$ cat config.mk
export PLATFORM = sky130hd
export DESIGN_NAME = dac_update_scheduler
export DESIGN_NICKNAME = d
export VERILOG_FILES = /design/src/rtl/dac_update_scheduler.sv
export SDC_FILE = /design/constraint.sdc
export NUM_CORES = 1
export LEC_CHECK = 0
export ABC_CLOCK_PERIOD_IN_PS = 4100
export CAP_MARGIN = 25
export CORE_MARGIN = 4
export CORE_UTILIZATION = 35
export DETAILED_ROUTE_END_ITERATION = 8
export DONT_BUFFER_PORTS = 1
export GPL_TIMING_DRIVEN = 1
export MAX_ROUTING_LAYER = met4
export SETUP_SLACK_MARGIN = 0.3
export SLEW_MARGIN = 20
export SYNTH_ARGS = -nofsm -noshare
export SYNTH_HDL_FRONTEND = slang
export SYNTH_SLANG_ARGS = --single-unit
$ cat constraint.sdc
create_clock -name clk -period 4.1 [get_ports clk]
set_input_delay 0.615 -clock clk [delete_from_list [all_inputs] [get_ports clk]]
set_output_delay 0.615 -clock clk [all_outputs]
set_load 0.05 [all_outputs]
$ cat src/rtl/dac_update_scheduler.sv
// dac_update_scheduler
//   Shares one SPI DAC driver among NUM_REQ requesters with round-robin
//   arbitration. A grant issues a one-cycle start to the driver and holds
//   the selected code until the driver reports done. A minimum idle gap
//   follows each update. A watchdog aborts an update that never completes
//   and raises a sticky error.
//
// Handshake: a requester holds req_valid high and req_data stable until it
//   sees its req_ready bit. req_ready is a one-cycle, one-hot strobe that
//   coincides with dac_start. A requester whose valid was low in the
//   arbitration cycle is never granted.
//
// Ports:
//   clk, reset   system clock; asynchronous active-high reset
//   req_valid    per-requester request valid
//   req_data     requester i code at [i*DATA_W +: DATA_W]
//   req_ready    one-hot acceptance strobe (registered)
//   dac_start    one-cycle start pulse to the DAC driver (registered)
//   dac_data     code presented to the DAC driver (registered, held)
//   dac_done     done pulse from the driver, only honoured in WAIT_DONE
//   grant_id     index of the requester currently or last served
//   busy         high whenever the FSM is not in IDLE
//   timeout_err  sticky watchdog error; err_clear clears it, set wins
//   err_clear    synchronous clear of timeout_err
//   state_dbg    current FSM state (IDLE=0, ISSUE=1, WAIT_DONE=2, GAP=3)
module dac_update_scheduler #(
  parameter int NUM_REQ = 4,
  parameter int ID_W    = 2,
  parameter int DATA_W  = 16,
  parameter int MIN_GAP = 8,
  parameter int TIMEOUT = 64
) (
  input  logic                      clk,
  input  logic                      reset,
  input  logic [NUM_REQ-1:0]        req_valid,
  input  logic [NUM_REQ*DATA_W-1:0] req_data,
  output logic [NUM_REQ-1:0]        req_ready,
  output logic                      dac_start,
  output logic [DATA_W-1:0]         dac_data,
  input  logic                      dac_done,
  output logic [ID_W-1:0]           grant_id,
  output logic                      busy,
  output logic                      timeout_err,
  input  logic                      err_clear,
  output logic [1:0]                state_dbg
);

  typedef enum logic [1:0] {
    IDLE      = 2'd0,
    ISSUE     = 2'd1,
    WAIT_DONE = 2'd2,
    GAP       = 2'd3
  } state_t;

  localparam int WD_W  = $clog2(TIMEOUT);
  localparam int GAP_W = (MIN_GAP > 1) ? $clog2(MIN_GAP) : 1;
  localparam logic [WD_W-1:0]  WD_LAST  = WD_W'(TIMEOUT - 1);
  localparam logic [GAP_W-1:0] GAP_LAST = GAP_W'((MIN_GAP > 0) ? MIN_GAP - 1 : 0);
  localparam logic [ID_W-1:0]  LAST_ID  = ID_W'(NUM_REQ - 1);
  // With no gap configured the update ends straight back in IDLE.
  localparam state_t AFTER_WAIT = (MIN_GAP == 0) ? IDLE : GAP;

  state_t              state_q, state_d;
  logic [ID_W-1:0]     ptr_q, ptr_d;
  logic [WD_W-1:0]     wd_cnt_q, wd_cnt_d;
  logic [GAP_W-1:0]    gap_cnt_q, gap_cnt_d;
  logic [NUM_REQ-1:0]  req_ready_d;
  logic                dac_start_d;
  logic [DATA_W-1:0]   dac_data_d;
  logic [ID_W-1:0]     grant_id_d;
  logic                busy_d;
  logic                timeout_err_d;
  logic                set_err;

  // Round-robin search: the lowest valid index at or above ptr wins;
  // failing that, the lowest valid index below ptr. Scanning downward lets
  // the last hit in each half be the lowest one.
  logic                hi_found;
  logic [ID_W-1:0]     hi_id, lo_id, win_id;
  logic [DATA_W-1:0]   hi_data, lo_data, win_data;

  always_comb begin
    hi_found = 1'b0;
    hi_id    = '0;
    lo_id    = '0;
    hi_data  = '0;
    lo_data  = '0;
    for (int i = NUM_REQ - 1; i >= 0; i--) begin
      if (req_valid[i]) begin
        if (i >= int'(ptr_q)) begin
          hi_found = 1'b1;
          hi_id    = ID_W'(i);
          hi_data  = req_data[i*DATA_W +: DATA_W];
        end else begin
          lo_id   = ID_W'(i);
          lo_data = req_data[i*DATA_W +: DATA_W];
        end
      end
    end
    win_id   = hi_found ? hi_id   : lo_id;
    win_data = hi_found ? hi_data : lo_data;
  end

  always_comb begin
    state_d     = state_q;
    ptr_d       = ptr_q;
    wd_cnt_d    = wd_cnt_q;
    gap_cnt_d   = gap_cnt_q;
    req_ready_d = '0;
    dac_start_d = 1'b0;
    dac_data_d  = dac_data;
    grant_id_d  = grant_id;
    set_err     = 1'b0;

    case (state_q)
      IDLE: begin
        if (|req_valid) begin
          dac_data_d  = win_data;
          grant_id_d  = win_id;
          req_ready_d = NUM_REQ'(1) << win_id;
          dac_start_d = 1'b1;
          state_d     = ISSUE;
        end
      end
      ISSUE: begin
        ptr_d    = (grant_id == LAST_ID) ? '0 : grant_id + 1'b1;
        wd_cnt_d = '0;
        state_d  = WAIT_DONE;
      end
      WAIT_DONE: begin
        // done is checked first so it wins over a coincident timeout
        if (dac_done) begin
          gap_cnt_d = '0;
          state_d   = AFTER_WAIT;
        end else if (wd_cnt_q == WD_LAST) begin
          set_err   = 1'b1;
          gap_cnt_d = '0;
          state_d   = AFTER_WAIT;
        end else begin
          wd_cnt_d = wd_cnt_q + 1'b1;
        end
      end
      GAP: begin
        if (gap_cnt_q == GAP_LAST) begin
          state_d = IDLE;
        end else begin
          gap_cnt_d = gap_cnt_q + 1'b1;
        end
      end
      default: state_d = IDLE;
    endcase

    busy_d        = (state_d != IDLE);
    timeout_err_d = set_err | (timeout_err & ~err_clear);
  end

  always_ff @(posedge clk or posedge reset) begin
    if (reset) begin
      state_q     <= IDLE;
      ptr_q       <= '0;
      wd_cnt_q    <= '0;
      gap_cnt_q   <= '0;
      req_ready   <= '0;
      dac_start   <= 1'b0;
      dac_data    <= '0;
      grant_id    <= '0;
      busy        <= 1'b0;
      timeout_err <= 1'b0;
    end else begin
      state_q     <= state_d;
      ptr_q       <= ptr_d;
      wd_cnt_q    <= wd_cnt_d;
      gap_cnt_q   <= gap_cnt_d;
      req_ready   <= req_ready_d;
      dac_start   <= dac_start_d;
      dac_data    <= dac_data_d;
      grant_id    <= grant_id_d;
      busy        <= busy_d;
      timeout_err <= timeout_err_d;
    end
  end

  assign state_dbg = state_q;

endmodule

==> results_dict.tcl <==
set metrics [dict create \
    netlist_instances 352 \
    grtUsageTotal 0.188 \
    worst_slew_pin_slew_ns 0.811 \
    synth_flop_cell "dfrtp_1" \
    grt_pass1_vias 2671 \
    m1WireLength_mm 3.76 \
    yosys-top-cells-count "a21oi_1, dfrtp_1, nand2_1" \
    grt_max_degree 39 \
    period_needed_ns 2.26 \
    finalHoldViolations 0 \
    die_h_um 98.3 \
    min_path_type "primary input to asynchronous set/reset pin" \
    yosys_warnings 0 \
    vias 2566 \
    finClkSkew_ns 0.00864 \
    power_frac_comb 0.342 \
    crit_type "flop to flop" \
    post_drt_wl_per_cell_um 20.1 \
    power_density_mw_per_mm2 721 \
    ys_types 53 \
    cts_resized 0 \
    p_clk_frac 0.184 \
    fin_crit_sh 0.552 \
    slew_headroom 0.458 \
    placedInstanceArea_mm2 0.00285 \
    vdd_drop_max_mv 0.248 \
    reg2regPathDepth 4 \
    drive_above_1_share 0.0749 \
    clkLatencyLatePin_ns 0.29 \
    cts.path.max_buffers 2 \
    finalSetupTns_ns 0 \
    dr_wl_met3_um 928 \
    vias_per_cell 5.89 \
    post-dp-hpwl_mm 6.09 \
    async_reset_ff_frac 1.00 \
    clkSinkCount 38 \
    cts_made_buffers 5 \
    grt_pass1_wl_mm 14.3 \
    fin_nets 409 \
    cts_tree "built" \
    switchingPower_mw 1.07 \
    antenna_left 0 \
    wl_met2_mm 3.96 \
    synth_seq_area_share 0.333 \
    clk_pin_slew_worst_paths_ns 0.09 \
    ys_top_cells_by_area "dfrtp_1, a21oi_1, a211o_1, nand2_1, a2bb2oi_1" \
    crit_arrival_ns 2.48 \
    synth_edf_count 0 \
    totalWireLength_mm 8.77 \
    cts_setup_buffers 0 \
    coreArea_mm2 0.00785 \
    seqCellArea_um2 951 \
    outcome "complete, no violations" \
    root_buffer "clkbuf_8" \
    synth_most_common_cell "a21oi_1" \
    design_area_mm2 0.00300 \
    top_layer "met4" \
    fp-row-count 32 \
    sw_frac_of_total 0.497 \
    reg2reg_slack_ns 1.84 \
    max_freq_mhz 442 \
    netlist_area_mm2 0.00286 \
    setup-violations-final 0 \
    cp_data_required_time_ns 4.32 \
    diodes 0 \
    rsz0062_at_grt "false" \
    gr-total-overflow 0 \
    postSynthAreaPerCell_um2 8.11 \
    ys_ff_latch 38 \
    drv_slew 0 \
    internal_power_mw 1.09 \
    worstReg2RegStart "ptr_q[1]" \
    cap_violations 0 \
    crit_fanout 18 \
    syn-num-nets 428 \
    io_pins 99 \
    drc 0 \
    leakage_nw 1.23 \
    crit_start "ptr_q[1]" \
    htreeDepth 2 \
    synth_top_area_cell "dfrtp_1" \
    r2r-end "dac_data[12]" \
    synth.top_cell.area_share 0.333 \
    start_util 0.364 \
    dr.pass1.iters 4 \
    multiInputGateArea_mm2 0.00173 \
    port_buffers 0 \
    die_x_um 98.3 \
    endpoint_kind "flop" \
    antenna_found_initial 0 \
    syn_to_final_growth_pct 4.95 \
    worstSetupStartpointType "flop" \
    hold_buffers 0 \
    fillers 845 \
    routabilityCongestion 0.894 \
    p_seq_frac 0.474 \
    crit_end "dac_data[12]" \
    die-area_mm2 0.00967 \
    dr.first_iter.drc_count 181 \
]
critical path: stages, from the launching register on:
cell and delay (ns):
dfrtp_1 0.74, and4b_1 0.73, a2bb2oi_1 0.11, or4_1 0.44
a31oi_1 0.16
layer usage:
metal	GRT usage	up-vias
met5	-	-
met4	0.0420	0
met3	0.0664	11
met2	0.291	102
met1	0.236	1194
li1	-	1259
cell usage in the layout, fill, tap and decap left out, types with 3 or more instances in the layout:
master     count
a211o_1       16
clkbuf_8       5
dfrtp_1       38
a31oi_1       15
o21ai_0        5
a21oi_1       49
a22o_1         4
nand3_1        3
inv_1          3
ha_1           4
nand2_1       36
nor2b_1        4
nand2b_1      21
mux2i_1        3
a21oi_2        3
buf_4          3
nor3_1        15
a2bb2oi_1     15
or4_1         14
a21o_1         3
nor2_1        35
cell families after synthesis:
kind of cell,after synthesis,share of synthesized area
buf+inv,35,0.0605
mux,4,0.0145
xor+xnor,2,0.00614
compound gates,127,0.310
fa+ha+maj,4,0.0175
simple gates,142,0.258
flops,38,0.333
worst min path at each step:
| stage | from | cells after the start | to |
|---|---|---|---|
| 4_1_cts | reset | 1 | dac_data[14] |
| 5_1_grt | reset | 1 | dac_data[5] |
| 2_1_floorplan | wd_cnt_q[4] | 1 | wd_cnt_q[4] |
| 3_5_place_dp | wd_cnt_q[4] | 1 | wd_cnt_q[4] |
| 3_3_place_gp | wd_cnt_q[4] | 1 | wd_cnt_q[4] |
| 6_report | reset | 1 | dac_data[5] |
power by group through the flow:
stage | logic (mW) | clock network [mW] | registers (mW)
floorplan | 0.684 | 0 | 0.946
global placement | 0.724 | 0 | 1.03
detailed placement | 0.736 | 0 | 1.04
CTS | 0.741 | 0.410 | 1.03
global route | 0.836 | 0.427 | 1.05
finish | 0.738 | 0.398 | 1.02
flip-flops by register name, indices dropped and copies added (netlist names):
signal,cells
timeout_err,1
state_dbg,2
wd_cnt_q,6
req_ready,4
dac_data,16
busy,1
gap_cnt_q,3
dac_start,1
grant_id,2
ptr_q,2
metrics by stage:
stage	utilization	worst slack, ns	instances	power, mW	hold slack, ns
6_report	0.382	1.84	436	2.16	0.198
4_1_cts	0.381	1.84	435	2.18	0.208
5_1_grt	0.382	1.65	436	2.31	0.214
3_3_place_gp	0.363	1.88	427	1.76	0.492
2_1_floorplan	-	2.22	352	1.63	0.460
3_5_place_dp	0.363	1.85	427	1.77	0.507
area by class of cell:
class,count,share of cell area
clock inverters,3,0.0230
repair buffers,4,0.0100
well taps,102,0.0426
clock buffers,5,0.0230
inverters,5,0.00626
flip-flops and latches,38,0.317
multi-input cells,279,0.578
Note: power is estimated with default switching activity, not from simulation.
